==> src/rtl/comm_txgen_if.sv <==
// comm_txgen_if: control and line bundle for comm_txgen.
//   master : controller/line side (drives div/mask/data/start and rxd)
//   slave  : transmitter side (drives busy/done/txd/txen/err)
interface comm_txgen_if #(
  parameter int CHANNELS = 4,
  parameter int DATA_W   = 8,
  parameter int DIV_W    = 16
);
  logic [DIV_W-1:0]    div_i;
  logic [CHANNELS-1:0] mask_i;
  logic [DATA_W-1:0]   data_i;
  logic                start_i;
  logic                busy_o;
  logic                done_o;
  logic [CHANNELS-1:0] txd_o;
  logic [CHANNELS-1:0] txen_o;
  logic [CHANNELS-1:0] rxd_i;
  logic [CHANNELS-1:0] err_o;

  modport master (
    output div_i, mask_i, data_i, start_i, rxd_i,
    input  busy_o, done_o, txd_o, txen_o, err_o
  );

  modport slave (
    input  div_i, mask_i, data_i, start_i, rxd_i,
    output busy_o, done_o, txd_o, txen_o, err_o
  );
endinterface

==> src/rtl/comm_txgen.sv <==
// comm_txgen: multi-channel half-duplex UART-style frame transmitter.
// One start request sends a guarded frame (lead guard, start bit, DATA_W
// data bits LSB first, stop bit, trail guard) on every masked channel in
// lockstep, at a bit period of div+1 clk_i cycles.
// Ports:
//   clk_i, rst_n_i : clock, asynchronous active-low reset
//   bus (slave)    : div/mask/data/start in, busy/done/txd/txen/err out,
//                    rxd in (loopback receivers)
// Optional feature: define COMM_TXGEN_LOOPBACK_EN to build the loopback
// checker; otherwise rxd_i is ignored and err_o is tied to 0.
module comm_txgen #(
  parameter int CHANNELS = 4,
  parameter int DATA_W   = 8,
  parameter int DIV_W    = 16,
  parameter int GUARD    = 2
) (
  input  logic         clk_i,
  input  logic         rst_n_i,
  comm_txgen_if.slave  bus
);

  localparam int CNT_MAX = (DATA_W > GUARD) ? DATA_W : GUARD;
  localparam int IDX_W   = $clog2(CNT_MAX) + 1;
  localparam logic [IDX_W-1:0] GUARD_LAST = IDX_W'(GUARD - 1);
  localparam logic [IDX_W-1:0] DATA_LAST  = IDX_W'(DATA_W - 1);

  typedef enum logic [2:0] {IDLE, LEAD, START, DATA, STOP, TRAIL} state_e;

  state_e              state_q, state_d;
  logic [DIV_W-1:0]    timer_q, timer_d;
  logic [DIV_W-1:0]    div_q, div_d;
  logic [CHANNELS-1:0] mask_q, mask_d;
  logic [DATA_W-1:0]   data_q, data_d;
  logic [IDX_W-1:0]    idx_q, idx_d;
  logic                busy_q, busy_d;
  logic                done_q, done_d;
  logic [CHANNELS-1:0] txd_q, txd_d;
  logic [CHANNELS-1:0] txen_q, txen_d;
  logic [DATA_W-1:0]   data_sh;
  logic                line_bit;

  // Outputs are registered by computing them from the next-state values,
  // so they change on the same edge as the state they describe.
  always_comb begin
    state_d  = state_q;
    timer_d  = timer_q;
    div_d    = div_q;
    mask_d   = mask_q;
    data_d   = data_q;
    idx_d    = idx_q;
    done_d   = 1'b0;
    data_sh  = '0;
    line_bit = 1'b1;

    if (state_q == IDLE) begin
      if (bus.start_i) begin
        div_d   = bus.div_i;
        mask_d  = bus.mask_i;
        data_d  = bus.data_i;
        timer_d = bus.div_i;
        idx_d   = '0;
        if (bus.mask_i != '0) state_d = LEAD;
        else                  done_d  = 1'b1;
      end
    end else if (timer_q != '0) begin
      timer_d = timer_q - DIV_W'(1);
    end else begin
      timer_d = div_q;
      unique case (state_q)
        LEAD: begin
          if (idx_q == GUARD_LAST) begin
            state_d = START;
            idx_d   = '0;
          end else idx_d = idx_q + IDX_W'(1);
        end
        START: begin
          state_d = DATA;
          idx_d   = '0;
        end
        DATA: begin
          if (idx_q == DATA_LAST) begin
            state_d = STOP;
            idx_d   = '0;
          end else idx_d = idx_q + IDX_W'(1);
        end
        STOP: begin
          state_d = TRAIL;
          idx_d   = '0;
        end
        TRAIL: begin
          if (idx_q == GUARD_LAST) begin
            state_d = IDLE;
            idx_d   = '0;
            done_d  = 1'b1;
          end else idx_d = idx_q + IDX_W'(1);
        end
        default: state_d = IDLE;
      endcase
    end

    busy_d = (state_d != IDLE);
    txen_d = busy_d ? mask_d : '0;
    unique case (state_d)
      START:   line_bit = 1'b0;
      DATA: begin
        data_sh  = data_d >> idx_d;
        line_bit = data_sh[0];
      end
      default: line_bit = 1'b1;
    endcase
    // Unmasked channels have txen=0 and therefore idle high.
    txd_d = line_bit ? '1 : ~txen_d;
  end

  always_ff @(posedge clk_i or negedge rst_n_i) begin
    if (!rst_n_i) begin
      state_q <= IDLE;
      timer_q <= '0;
      div_q   <= '0;
      mask_q  <= '0;
      data_q  <= '0;
      idx_q   <= '0;
      busy_q  <= 1'b0;
      done_q  <= 1'b0;
      txd_q   <= '1;
      txen_q  <= '0;
    end else begin
      state_q <= state_d;
      timer_q <= timer_d;
      div_q   <= div_d;
      mask_q  <= mask_d;
      data_q  <= data_d;
      idx_q   <= idx_d;
      busy_q  <= busy_d;
      done_q  <= done_d;
      txd_q   <= txd_d;
      txen_q  <= txen_d;
    end
  end

  assign bus.busy_o = busy_q;
  assign bus.done_o = done_q;
  assign bus.txd_o  = txd_q;
  assign bus.txen_o = txen_q;

`ifdef COMM_TXGEN_LOOPBACK_EN
  logic [CHANNELS-1:0] rx_s1_q, rx_s1_d, rx_s2_q, rx_s2_d;
  logic [CHANNELS-1:0] tx_h1_q, tx_h1_d, tx_h2_q, tx_h2_d;
  logic [CHANNELS-1:0] err_q, err_d;
  logic                start_acc;

  assign start_acc = (state_q == IDLE) && bus.start_i;

  // rx_s2 lags the line by two cycles; tx_h2 delays the driven bits by the
  // same amount so both sides of the compare refer to the same cycle.
  always_comb begin
    rx_s1_d = bus.rxd_i;
    rx_s2_d = rx_s1_q;
    tx_h1_d = txd_q;
    tx_h2_d = tx_h1_q;
    err_d   = err_q;
    if (start_acc) begin
      err_d = '0;
    end else if ((state_q inside {START, DATA, STOP}) &&
                 (timer_q == (div_q >> 1))) begin
      err_d = err_q | (mask_q & (rx_s2_q ^ tx_h2_q));
    end
  end

  always_ff @(posedge clk_i or negedge rst_n_i) begin
    if (!rst_n_i) begin
      rx_s1_q <= '1;
      rx_s2_q <= '1;
      tx_h1_q <= '1;
      tx_h2_q <= '1;
      err_q   <= '0;
    end else begin
      rx_s1_q <= rx_s1_d;
      rx_s2_q <= rx_s2_d;
      tx_h1_q <= tx_h1_d;
      tx_h2_q <= tx_h2_d;
      err_q   <= err_d;
    end
  end

  assign bus.err_o = err_q;
`else
  logic unused_rxd;
  assign unused_rxd = ^bus.rxd_i;
  assign bus.err_o  = '0;
`endif

endmodule

==> src/flat_wrapper.sv <==
// flat-port wrapper written by rule: the top's interface ports become plain ports
module comm_txgen_flat 
#(
  parameter int CHANNELS = 4,
  parameter int DATA_W   = 8,
  parameter int DIV_W    = 16,
  parameter int GUARD    = 2
)
  (clk_i, rst_n_i, bus_div_i, bus_mask_i, bus_data_i, bus_start_i, bus_rxd_i, bus_busy_o, bus_done_o, bus_txd_o, bus_txen_o, bus_err_o);
  comm_txgen_if #(.CHANNELS(CHANNELS), .DATA_W(DATA_W), .DIV_W(DIV_W)) bus_i ();
  input  logic clk_i;
  input  logic rst_n_i;
  input wire logic [$bits(bus_i.div_i)-1:0] bus_div_i;
  input wire logic [$bits(bus_i.mask_i)-1:0] bus_mask_i;
  input wire logic [$bits(bus_i.data_i)-1:0] bus_data_i;
  input wire logic [$bits(bus_i.start_i)-1:0] bus_start_i;
  input wire logic [$bits(bus_i.rxd_i)-1:0] bus_rxd_i;
  output wire logic [$bits(bus_i.busy_o)-1:0] bus_busy_o;
  output wire logic [$bits(bus_i.done_o)-1:0] bus_done_o;
  output wire logic [$bits(bus_i.txd_o)-1:0] bus_txd_o;
  output wire logic [$bits(bus_i.txen_o)-1:0] bus_txen_o;
  output wire logic [$bits(bus_i.err_o)-1:0] bus_err_o;
  assign bus_i.div_i = bus_div_i;
  assign bus_i.mask_i = bus_mask_i;
  assign bus_i.data_i = bus_data_i;
  assign bus_i.start_i = bus_start_i;
  assign bus_i.rxd_i = bus_rxd_i;
  assign bus_busy_o = bus_i.busy_o;
  assign bus_done_o = bus_i.done_o;
  assign bus_txd_o = bus_i.txd_o;
  assign bus_txen_o = bus_i.txen_o;
  assign bus_err_o = bus_i.err_o;
  comm_txgen #(.CHANNELS(CHANNELS), .DATA_W(DATA_W), .DIV_W(DIV_W), .GUARD(GUARD)) u_core (.clk_i(clk_i), .rst_n_i(rst_n_i), .bus(bus_i));
endmodule
==> config.mk <==
export PLATFORM = sky130hd
export DESIGN_NAME = comm_txgen_flat
export DESIGN_NICKNAME = d
export VERILOG_FILES = /design/src/rtl/comm_txgen_if.sv /design/src/rtl/comm_txgen.sv /design/src/flat_wrapper.sv
export SDC_FILE = /design/constraint.sdc
export NUM_CORES = 1
export LEC_CHECK = 0
export CAP_MARGIN = 25
export CORE_MARGIN = 2
export CORE_UTILIZATION = 54
export DETAILED_ROUTE_END_ITERATION = 10
export PLACE_DENSITY = 0.8
export SYNTH_ARGS = -nofsm -noshare
export SYNTH_HDL_FRONTEND = slang
export SYNTH_SLANG_ARGS = --single-unit
==> constraint.sdc <==
create_clock -name clk_i -period 3.3 [get_ports clk_i]
set_input_delay 0.495 -clock clk_i [delete_from_list [all_inputs] [get_ports clk_i]]
set_output_delay 0.495 -clock clk_i [all_outputs]
set_load 0.05 [all_outputs]
# == Yosys cells after proc, flatten, opt, wreduce, memory -nomap -nowiden ==
# Index checks and enable logic that the tools add are counted.
# classes
n_eq_ne,10
shifts,1
n_addsub,2
n_reduce_logical,7
n_mux,30
n_bitwise,1
# ops
operator,count
$mux W16,3
$mux W4,9
$mux W3,7
$mux W8,2
$reduce_bool A16 Y1,1
$sub A16 B1 Y16 const B,1
$pmux W3 S5,1
$eq A3 B2 Y1 const B,4
$pmux W4 S3,1
$shr A8 B4 Y1,1
$eq A3 B3 Y1 const B,2
$mux W1,6
$add A4 B1 Y4 const B,1
$eq A4 B1 Y1 const B,1
$eq A4 B3 Y1 const B,1
$not A4 Y4,1
$reduce_bool A4 Y1,1
$reduce_or A2 Y1,2
$eq A3 B1 Y1 const B,1
$logic_not A3 Y1,1
$reduce_bool A3 Y1,1
$ne A2 B2 Y1 const B,1
$pmux W1 S2,1
$reduce_and A2 Y1,1
# word_totals
regBits,61
inputBits,35
wordCells,61

# == Depth between registers and ports, before layout ==
# Gate-level depths: netlist of run 1.
# logic_depth
word_depth,9
mapped_depth,11
ltp_nobuf,11

# == Worst setup path before layout of run 1 ==
# OpenSTA, ideal clock, no wires.
# synth_timing
path_kind,register to register
start,reg u_core.timer_q[0]
end,"reg u_core.txd_q[3], in the netlist u_core.bus.txd_o[3]"
path_stages_with_launch,11
setup_slack_ps,475
arrival_ps,2764
period_less_slack_ps,2825
cell_sequence,dfrtp_1 -> inv_1 -> ha_1 -> or3b_2 -> or4_1 -> or4_4 -> and2_4 -> nand2_1 -> o221ai_2 -> o22a_1 -> nand2_1
# synth_between
elab_chain_len,7
# synth_lines
item,line_no,text
start: declaration,comm_txgen.sv:30,"logic [DIV_W-1:0] timer_q, timer_d;"
start signal: assignment,comm_txgen.sv:129,timer_q <= timer_d;
$reduce_bool A16 Y1 *,comm_txgen.sv:65,end else if (timer_q != '0) begin
"parallel branches: the longest is 5 deep, another holds $shr A8 B4 Y1",--,
$mux W4 *,comm_txgen.sv:112,txd_d = line_bit ? '1 : ~txen_d;
via u_core.txd_d[3],comm_txgen.sv:37,"logic [CHANNELS-1:0] txd_q, txd_d;"
end signal: assignment,comm_txgen.sv:136,txd_q <= txd_d;
end: declaration,comm_txgen.sv:37,
# Mark *: on every way through the listed nets, which the timed path passes.
# A chain may end at the register's enable or synchronous reset.

# == Final worst setup path of run 1 ==
# layout_timing
start,reg u_core.timer_q[0]
end,"reg u_core.txd_q[1], in the netlist u_core.bus.txd_o[1]"
# layout_lines
item,line_no,text
$reduce_bool A16 Y1,comm_txgen.sv:65,
$mux W4,comm_txgen.sv:65,
$mux W4,comm_txgen.sv:55,if (state_q == IDLE) begin
via u_core.idx_d[0],comm_txgen.sv:34,"logic [IDX_W-1:0] idx_q, idx_d;"
$shr A8 B4 Y1,comm_txgen.sv:106,data_sh = data_d >> idx_d;
$pmux W1 S2,comm_txgen.sv:103,unique case (state_d)
$mux W4,comm_txgen.sv:112,
via u_core.txd_d[1],comm_txgen.sv:37,
# The timed path passes the listed nets, and every way through them passes these cells.

==> results of run 1 <==
==> synthesized netlist by cell type, drive strengths merged (2+ instances only) <==
| master | number | area, um2 |
|---|---|---|
| nand3 | 10 | 50.05 |
| xnor2 | 4 | 35.03 |
| nand2 | 85 | 319.1 |
| o21ai | 27 | 135.1 |
| buf | 7 | 41.29 |
| dfstp | 4 | 105.1 |
| mux2i | 15 | 150.1 |
| xor2 | 2 | 17.52 |
| a211oi | 3 | 22.52 |
| dfrtp | 57 | 1426 |
| and2 | 5 | 33.79 |
| mux2 | 5 | 56.30 |
| inv | 14 | 52.55 |
| nor2 | 23 | 86.33 |
| nand2b | 6 | 37.54 |
| o211a | 2 | 20.02 |
| or3 | 4 | 25.02 |
| nor3 | 14 | 70.07 |
| o221ai | 2 | 23.77 |
| a21oi | 8 | 40.04 |
| o2111ai | 2 | 17.52 |
| clkbuf | 15 | 56.30 |
| nor4 | 3 | 18.77 |
| or4 | 6 | 56.30 |
| o211ai | 11 | 82.58 |
| o31ai | 4 | 35.03 |
| ha | 3 | 37.54 |
==> flip-flops by register name (all words and copies together) (netlist names), 3 cells and up <==
signal	cells
u_core.timer_q	16
u_core.data_q	8
u_core.div_q	16
u_core.bus.txen_o	4
u_core.bus.txd_o	4
u_core.state_q	3
u_core.idx_q	4
u_core.mask_q	4
==> layout by cell type, fill, tap and decap left out, drive strengths merged, types with 2 or more instances in the layout <==
master / n
conb: 4
o2111ai: 2
o31ai: 4
nand2: 85
o211ai: 11
inv: 14
nor2: 23
and2: 5
buf: 12
xnor2: 4
mux2: 5
o221ai: 2
nand2b: 6
xor2: 2
a21oi: 8
or4: 6
nor3: 14
dfrtp: 57
a211oi: 3
nor4: 3
nand3: 10
o211a: 2
clkdlybuf4s50: 39
or3: 4
ha: 3
mux2i: 15
dfstp: 4
bufinv: 2
clkbuf: 13
o21ai: 27
==> path summary, 6_finish.rpt <==
check / start / end / slack, ns / cells past startpoint
min: rst_n_i / u_core.timer_q[10] / 0.16 / 1
min in group clk_i: u_core.div_q[4] / u_core.div_q[4] / 0.47 / 2
max: u_core.timer_q[0] / u_core.bus.txd_o[1] / 0.12 / 11
min reg2reg: u_core.div_q[4] / u_core.div_q[4] / 0.47 / 2
max in group asynchronous: rst_n_i / u_core.bus.txd_o[2] / 2.25 / 2
max reg2reg: u_core.timer_q[0] / u_core.bus.txd_o[1] / 0.12 / 11
==> timing repair <==
item | 4_1_cts | 5_1_grt
buffers inserted | 0 | 0
endpoints found under the setup margin | 0 | 4
gates resized for setup | 0 | 1
==> where the power goes <==
| group | internal, uW | switching, uW | leakage, uW | total [uW] |
|---|---|---|---|---|
| Combinational | 369 | 482 | 0.000904 | 851 |
| Clock | 507 | 297 | 0.000126 | 804 |
| Sequential | 1000 | 193 | 0.000740 | 1190 |
| Total | 1880 | 972 | 0.00177 | 2850 |
==> kinds of logic (layout without fill, tap and decap cells) <==
| group | count (synthesis) | in the layout | synth area share |
|---|---|---|---|
| AND/OR/NAND/NOR | 164 | 164 | 0.2391 |
| AO/OA/AOI/OAI | 65 | 65 | 0.1348 |
| flip-flops | 61 | 61 | 0.4838 |
| buffers and inverters | 36 | 81 | 0.04743 |
| multiplexers | 20 | 20 | 0.06521 |
| XOR/XNOR | 6 | 6 | 0.01660 |
| adder cells (fa/ha/maj) | 3 | 3 | 0.01186 |
| other | 1 | 4 | 0.001185 |
==> layer usage <==
metal,share of wire,up-vias
met5,0,-
met4,0.022,0
met3,0.051,18
met2,0.47,80
met1,0.46,1307
li1,-,1313
==> through the flow <==
step	instances	total power, uW	utilization	setup slack, ns	setup TNS [ns]
finish	476	2850	0.6988	0.1249	0
global route	476	3016	0.6988	-0.05177	-0.1726
global placement	460	1995	0.6543	0.2787	0
floorplan	359	1769	-	0.4754	0
detailed placement	460	2039	0.6543	0.2148	0
CTS	476	2854	0.6981	0.1753	0
==> cell type report <==
type | count | area [um2] | area share
repair buffers | 51 | 478.0 | 0.1227
inverters | 14 | 52.55 | 0.01349
well taps | 72 | 90.09 | 0.02313
clock inverters | 3 | 65.06 | 0.01670
flip-flops and latches | 61 | 1531 | 0.3932
multi-input cells | 262 | 1499 | 0.3848
clock buffers | 13 | 178.9 | 0.04594
==> critical path: stages (launching register included) <==
cell and delay (ns):
dfrtp_1 0.40, inv_1 0.09, ha_1 0.20, or3b_2 0.48, or4_1 0.50, nor2_1 0.33
mux2i_2 0.35, inv_1 0.13, mux2i_1 0.17, o221ai_1 0.15, o22a_1 0.24, nand2_1 0.09
==> impl_metrics.env, run 1 <==
export IMPL_grt_pass1_wl_mm=12.23
export IMPL_fp_row_count=27
export IMPL_cts_hold_buffers=0
export IMPL_nFillCells=448
export IMPL_p_leak_uw=0.001770
export IMPL_ioPinCount=49
export IMPL_min_period_ns=3.175
export IMPL_hold_slack_ns=0.1604
export IMPL_ys_seq_elements=61
export IMPL_start_util=0.5679
export IMPL_io_buffers=40
export IMPL_maxSlewViolCount=0
export IMPL_top_usage_layer="met2"
export IMPL_area_growth_pct=23.04
export IMPL_post_synth_cell_area_avg_um2=8.892
export IMPL_skew_ns=0.006580
export IMPL_cts_sinks=61
export IMPL_core_area_um2=5574
export IMPL_clk_latency_ns=0.34
export IMPL_vdd_drop_max_mv=0.4717
export IMPL_async_flop_share=1.000
export IMPL_status="completed"
export IMPL_path_clk_slew_ns=0.07
export IMPL_route_detailed_drc=0
export IMPL_synth_edf_count=0
export IMPL_critPathKind="reg2reg"
export IMPL_met3_usage=0.05955
export IMPL_die_h_um=80.57
export IMPL_antenna_found_initial=0
export IMPL_yosys_cell_types_count=48
export IMPL_max_slew_margin=0.4886
export IMPL_wl_mm=7.336
export IMPL_fin_area_um2=3895
export IMPL_cap_viol_max_count=0
export IMPL_fin_crit_sh=0.9622
export IMPL_drt_pass1_iterations=5
export IMPL_first_iter_violations=174
export IMPL_syn_inst=356
export IMPL_detail_route_wl_per_cell_um=15.41
export IMPL_syn_area_um2=3166
export IMPL_ant_nets=0
export IMPL_place_hpwl_mm=4.979
export IMPL_power_density_nw_per_um2=731.7
export IMPL_vias=2718
export IMPL_grt_pass1_vias=2698
export IMPL_root_buffer="clkbuf_8"
export IMPL_cp_start_kind="flop"
export IMPL_met1_usage=0.3302
export IMPL_h_tree_depth=3
export IMPL_grt_usage=0.2475
export IMPL_placedInstanceArea_um2=3647
export IMPL_place_congestion=0.8376
export IMPL_viasPerCell=5.710
export IMPL_end_kind="flop"
export IMPL_num_antenna_cells=0
export IMPL_grt_overflow_total=0
export IMPL_synthFlopType="dfrtp_1"
export IMPL_cp_arrival_ns=3.46
export IMPL_required_ns=3.59
export IMPL_die_area_um2=6491
export IMPL_drive_above_1_share=0.1163
export IMPL_yosysSeqAreaShare=0.4838
export IMPL_ys_warn_count=0
export IMPL_cts_buffers_inserted=9
export IMPL_use_met2=0.3950
export IMPL_cts_tree="done"
export IMPL_timing_hold_violations_final=0
export IMPL_clock_path_buffers=2
export IMPL_path_max_fanout=4
export IMPL_worst_pin_slew_ns=0.7575
export IMPL_nets=437
export IMPL_hp_class="in2async"
export IMPL_die_x_um=80.57
export IMPL_timing_fmax_mhz=314.9
export IMPL_grt_start_max_net_pins=35
export IMPL_setup_viol=0
Note: power is estimated with default switching activity, not from simulation.
==> run 2: changes to the inputs <==
--- a/config.mk
+++ b/config.mk
@@ -10,6 +10,7 @@
 export CORE_UTILIZATION = 54
 export DETAILED_ROUTE_END_ITERATION = 10
 export PLACE_DENSITY = 0.8
+export SETUP_SLACK_MARGIN = 0.4
 export SYNTH_ARGS = -nofsm -noshare
 export SYNTH_HDL_FRONTEND = slang
 export SYNTH_SLANG_ARGS = --single-unit
==> impl_metrics.env, run 2 (synthesis gave the netlist of run 1 again) <==
export IMPL_p_leak_uw=0.001808
export IMPL_ant_nets=0
export IMPL_dp_cells=460
export IMPL_start_util=0.5679
export IMPL_cts_tree="done"
export IMPL_worstPathCellList="or4_4, or4_4, or4_4, and2_4, nand2_2, o221ai_2, o22a_1, nand2_1"
export IMPL_hp_class="in2async"
export IMPL_slowest_stage="or4_4"
export IMPL_power_share_sequential=0.401
export IMPL_reg2reg_from="u_core.timer_q[7]"
export IMPL_cp_start_kind="flop"
export IMPL_r2r_end="u_core.bus.txd_o[1]"
export IMPL_num_antenna_cells=0
export IMPL_power_density_nw_per_um2=736.4
export IMPL_end_kind="flop"
export IMPL_cap_viol_max_count=0
export IMPL_placedInstanceArea_um2=3647
export IMPL_critPathTopFamily="simple AND/OR/NAND/NOR gates"
export IMPL_die_area_um2=6491
export IMPL_h_tree_depth=3
export IMPL_drive_above_1_share=0.1585
export IMPL_worst_pin_slew_ns=0.7723
export IMPL_rsz0062_at_grt="false"
export IMPL_drt_pass1_iterations=4
export IMPL_p_int_uw=1944
export IMPL_grt_overflow_total=0
export IMPL_die_h_um=80.57
export IMPL_pwr_share_comb=0.326
export IMPL_max_slew_margin=0.4804
export IMPL_wl_mm=7.491
export IMPL_fin_crit_sh=0.8537
export IMPL_fin_util=0.7201
export IMPL_antenna_found_initial=0
export IMPL_grt_pass1_wl_mm=12.66
export IMPL_die_x_um=80.57
export IMPL_io_buffers=40
export IMPL_critPathKind="reg2reg"
export IMPL_place_hpwl_mm=4.979
export IMPL_root_buffer="clkbuf_8"
export IMPL_place_congestion=0.8376
export IMPL_vias=2778
export IMPL_core_area_um2=5574
export IMPL_timing_hold_violations_final=0
export IMPL_fin_area_um2=4014
export IMPL_grt_usage=0.2569
export IMPL_cts_buffers_inserted=9
export IMPL_clock_power_share=0.272
export IMPL_cts_sinks=61
export IMPL_path_clk_slew_ns=0.07
export IMPL_cts_hold_buffers=0
export IMPL_p_switching_uw=1012
export IMPL_switching_share=0.3424
export IMPL_first_iter_violations=236
export IMPL_clock_path_buffers=2
export IMPL_detail_route_wl_per_cell_um=15.54
export IMPL_status="completed"
export IMPL_worstPathBufferInverterCount=0
export IMPL_slowest_delay_ns=0.60
export IMPL_viasPerCell=5.763
export IMPL_final_cell_mix="nand2_1 (83), dfrtp_1 (57), clkdlybuf4s50_1 (39)"
export IMPL_clk_latency_ns=0.34
export IMPL_nFillCells=427
export IMPL_cp_arrival_ns=3.10
export IMPL_setup_viol=0
export IMPL_ioPinCount=49
export IMPL_vdd_drop_max_mv=0.5585
export IMPL_nets=443
export IMPL_reg2regPathDepth=8
export IMPL_fp_row_count=27
export IMPL_reg_largest_list="u_core.div_q (16), u_core.timer_q (16), u_core.data_q (8)"
export IMPL_grt_start_max_net_pins=35
export IMPL_path_max_fanout=5
export IMPL_crit_start="u_core.timer_q[7]"
export IMPL_timing_fmax_mhz=355.0
export IMPL_crit_path_frequent_cell="or4_4"
export IMPL_setup_tns_ns=0
export IMPL_min_period_ns=2.817
export IMPL_rrSetupSlack_ns=0.48
export IMPL_grt_pass1_vias=2776
export IMPL_area_growth_pct=26.80
export IMPL_mostFrequentLayoutCell="nand2_1"
export IMPL_route_detailed_drc=0
export IMPL_total_power_uw=2956
export IMPL_skew_ns=0.006640
export IMPL_required_ns=3.59
export IMPL_fin_cells=482
export IMPL_maxSlewViolCount=0
[run 2: changes by cell type in the layout (fill, tap and decap cells not counted), moves of 2 or more]
cell / previous run / this run
buf_4: 11 / 17
inv_2: 0 / 2
nand2_2: 0 / 2
nand2_1: 85 / 83
inv_1: 14 / 12
[run 2: worst max-delay path by stage]
stage | to | depth (start not counted) | slack (ns)
global route | u_core.bus.txd_o[2] | 8 | 0.40
detailed placement | u_core.bus.txd_o[1] | 11 | 0.21
floorplan | u_core.bus.txd_o[3] | 10 | 0.48
CTS | u_core.bus.txd_o[1] | 8 | 0.40
global placement | u_core.bus.txd_o[1] | 11 | 0.28
finish | u_core.bus.txd_o[1] | 8 | 0.48
[run 2: worst reg2reg max path: cells and delay by family (launching register included)]
family             cells  cell delay, ns
DFF                    1            0.39
AOI/OAI and AO/OA      2            0.35
and+or+nand+nor        6            2.02
[run 2: power by group through the flow]
stage	Sequential, uW	Clock [uW]	Combinational, uW
after floorplan	1220	0	547
after global placement	1190	0	809
after detailed placement	1200	0	841
after CTS	1180	814	912
after global routing	1220	848	1070
final	1190	805	964
[run 2: repair_timing]
item,4_1_cts,5_1_grt
gates cloned,0,0
pin swaps,4,6
gates resized for setup,11,8
setup endpoints to repair,4,5
setup buffers,4,2
[run 2: routing by layer]
layer | up-vias | global-route usage | part of all wire
li1 | 1319 | - | -
met1 | 1355 | 0.3346 | 0.45
met2 | 86 | 0.4083 | 0.48
met3 | 18 | 0.07528 | 0.055
met4 | 0 | 0.09153 | 0.020
met5 | - | 0 | 0
[run 2: layout make-up]
| type | count | area, um2 | area share |
|---|---|---|---|
| clock buffer | 13 | 178.9 | 0.04458 |
| clock inverter | 3 | 65.06 | 0.01621 |
| inverter | 14 | 52.55 | 0.01309 |
| multi-input combinational | 262 | 1573 | 0.3918 |
| sequential | 61 | 1531 | 0.3815 |
| tap | 72 | 90.09 | 0.02244 |
| timing repair buffer | 57 | 523.0 | 0.1303 |
[run 2: stage by stage]
step / setup slack (ns) / hold WS, ns
2_1_floorplan: 0.4754 / 0.1994
3_3_place_gp: 0.2787 / 0.4534
3_5_place_dp: 0.2148 / 0.4596
4_1_cts: 0.4038 / 0.1781
5_1_grt: 0.3988 / 0.2048
6_report: 0.4827 / 0.1614
==> run 3: changes to the inputs <==
--- a/config.mk
+++ b/config.mk
@@ -7,9 +7,10 @@
 export LEC_CHECK = 0
 export CAP_MARGIN = 25
 export CORE_MARGIN = 2
-export CORE_UTILIZATION = 54
+export CORE_UTILIZATION = 55
 export DETAILED_ROUTE_END_ITERATION = 10
-export PLACE_DENSITY = 0.8
+export DONT_BUFFER_PORTS = 1
+export PLACE_DENSITY = 0.7
 export SETUP_SLACK_MARGIN = 0.4
 export SYNTH_ARGS = -nofsm -noshare
 export SYNTH_HDL_FRONTEND = slang
==> impl_metrics.env, run 3 (synthesis gave the netlist of run 1 again) <==
export IMPL_first_iter_violations=230
export IMPL_cap_viol_max_count=0
export IMPL_vias=2543
export IMPL_place_congestion=0.8734
export IMPL_cts_tree="done"
export IMPL_critPathTopFamily="simple AND/OR/NAND/NOR gates"
export IMPL_reg_largest_list="u_core.div_q (16), u_core.timer_q (16), u_core.data_q (8)"
export IMPL_cts_sinks=61
export IMPL_mostFrequentLayoutCell="nand2_1"
export IMPL_status="completed"
export IMPL_slowest_stage="or4_4"
export IMPL_fp_row_count=27
export IMPL_path_max_fanout=5
export IMPL_detail_route_wl_per_cell_um=16.09
export IMPL_route_detailed_drc=0
export IMPL_h_tree_depth=3
export IMPL_worstPathBufferInverterCount=1
export IMPL_setup_viol=0
export IMPL_grt_overflow_total=0
export IMPL_preCtsSetupSlack_ns=0.2507
export IMPL_clk_latency_ns=0.35
export IMPL_die_area_um2=6378
export IMPL_wl_mm=7.143
export IMPL_die_h_um=79.87
export IMPL_rrSetupSlack_ns=0.44
export IMPL_viasPerCell=5.727
export IMPL_final_cell_mix="nand2_1 (83), dfrtp_1 (56), o21ai_0 (27)"
export IMPL_cp_arrival_ns=3.15
export IMPL_power_density_nw_per_um2=729.2
export IMPL_drt_pass1_iterations=4
export IMPL_rsz0062_at_grt="true"
export IMPL_fin_ws_ns=0.4449
export IMPL_total_power_uw=2638
export IMPL_place_hpwl_mm=4.595
export IMPL_die_x_um=79.87
export IMPL_grt_pass1_wl_mm=12.12
export IMPL_vdd_drop_max_mv=0.4481
export IMPL_timing_hold_violations_final=0
export IMPL_worstPathCellList="inv_2, ha_4, or3b_4, or4_4, or4_4, and2_4, nand2_4, o221ai_2, o22a_1, nand2_1"
export IMPL_root_buffer="clkbuf_8"
export IMPL_fin_cells=444
export IMPL_setup_tns_ns=0
export IMPL_cts_buffers_inserted=9
export IMPL_maxSlewViolCount=0
export IMPL_num_antenna_cells=0
export IMPL_nFillCells=478
export IMPL_grt_pass1_vias=2529
export IMPL_hp_class="in2async"
export IMPL_placedInstanceArea_um2=3229
export IMPL_io_buffers=0
export IMPL_antenna_found_initial=0
export IMPL_critPathKind="reg2reg"
export IMPL_nets=405
export IMPL_ant_nets=0
export IMPL_dp_cells=417
export IMPL_path_clk_slew_ns=0.07
export IMPL_ioPinCount=49
export IMPL_core_area_um2=5540
export IMPL_required_ns=3.59
export IMPL_area_growth_pct=14.31
export IMPL_clock_path_buffers=2
export IMPL_fin_crit_sh=0.8652
export IMPL_timing_fmax_mhz=350.3
export IMPL_skew_ns=0.005923
export IMPL_max_slew_margin=0.4689
export IMPL_fin_area_um2=3618
export IMPL_slowest_delay_ns=0.60
export IMPL_min_period_ns=2.855
export IMPL_drive_above_1_share=0.1855
export IMPL_worst_pin_slew_ns=0.7867
export IMPL_start_util=0.5714
export IMPL_grt_start_max_net_pins=62
export IMPL_cp_start_kind="flop"
export IMPL_p_leak_uw=0.001632
export IMPL_grt_usage=0.2494
export IMPL_crit_path_frequent_cell="or4_4"
export IMPL_end_kind="flop"
-- run 3: cell count changes in the layout (fill, tap and decap cells not counted), moves of 2 or more --
cell,previous run,this run
nand2_2,2,0
clkinvlp_4,0,2
clkbuf_8,13,9
clkdlybuf4s50_1,39,0
nand2_4,0,2
clkinv_4,0,2
bufinv_16,2,0
-- run 3: layout make-up --
| cell class | instances | area (um2) | area share |
|---|---|---|---|
| multi-input combinational | 262 | 1605 | 0.4436 |
| sequential | 61 | 1533 | 0.4236 |
| timing repair buffer | 19 | 162.7 | 0.04495 |
| clock buffer | 9 | 123.9 | 0.03423 |
| tap | 72 | 90.09 | 0.02490 |
| inverter | 14 | 52.55 | 0.01452 |
| clock inverter | 7 | 51.30 | 0.01418 |
-- run 3: repair_timing --
item                                   CTS  global route
setup buffers                            3             7
setup endpoints to repair                4             7
gates resized for setup                  9            16
gates cloned                             0             0
hold buffers                             1             0
endpoints found under the hold margin   61             0
pin swaps                                4             8
-- run 3: metrics by stage --
step,hold WS (ns),utilization
global route,0.03182,0.6531
global placement,0.2014,0.5829
CTS,0.02012,0.6292
finish,0.01560,0.6531
floorplan,0.1994,-
detailed placement,0.2016,0.5829
-- run 3: where the power goes --
group          switching [uW]  total [uW]  internal (uW)  leakage [uW]
clock                     314         588            274     0.0000856
combinational             411         781            370      0.000808
sequential                267        1270           1000      0.000739
-- run 3: final timing paths --
kind                                   start                  end  cells past startpoint
max                        u_core.timer_q[0]  u_core.bus.txd_o[2]                     10
min                                  rst_n_i     u_core.data_q[6]                      1
max reg2reg                u_core.timer_q[0]  u_core.bus.txd_o[2]                     10
min reg2reg                  u_core.div_q[2]      u_core.div_q[2]                      2
max in group asynchronous            rst_n_i  u_core.bus.txd_o[3]                      1
min in group clk_i              bus_div_i[0]      u_core.div_q[0]                      2
-- run 3: routing by layer --
layer,track usage,up-vias,part of all wire
met2,0.3899,67,0.47
met4,0.08136,0,0.017
met1,0.3264,1225,0.45
li1,-,1239,-
met3,0.08597,12,0.054
met5,0,-,0
-- run 3: worst register-to-register path, delay by kind of cell (launching register included) --
kind / cells / cell delay [ns]
fa+ha+maj: 1 / 0.14
simple gates: 6 / 1.83
buf+inv: 1 / 0.09
flops: 1 / 0.39
compound gates: 2 / 0.35
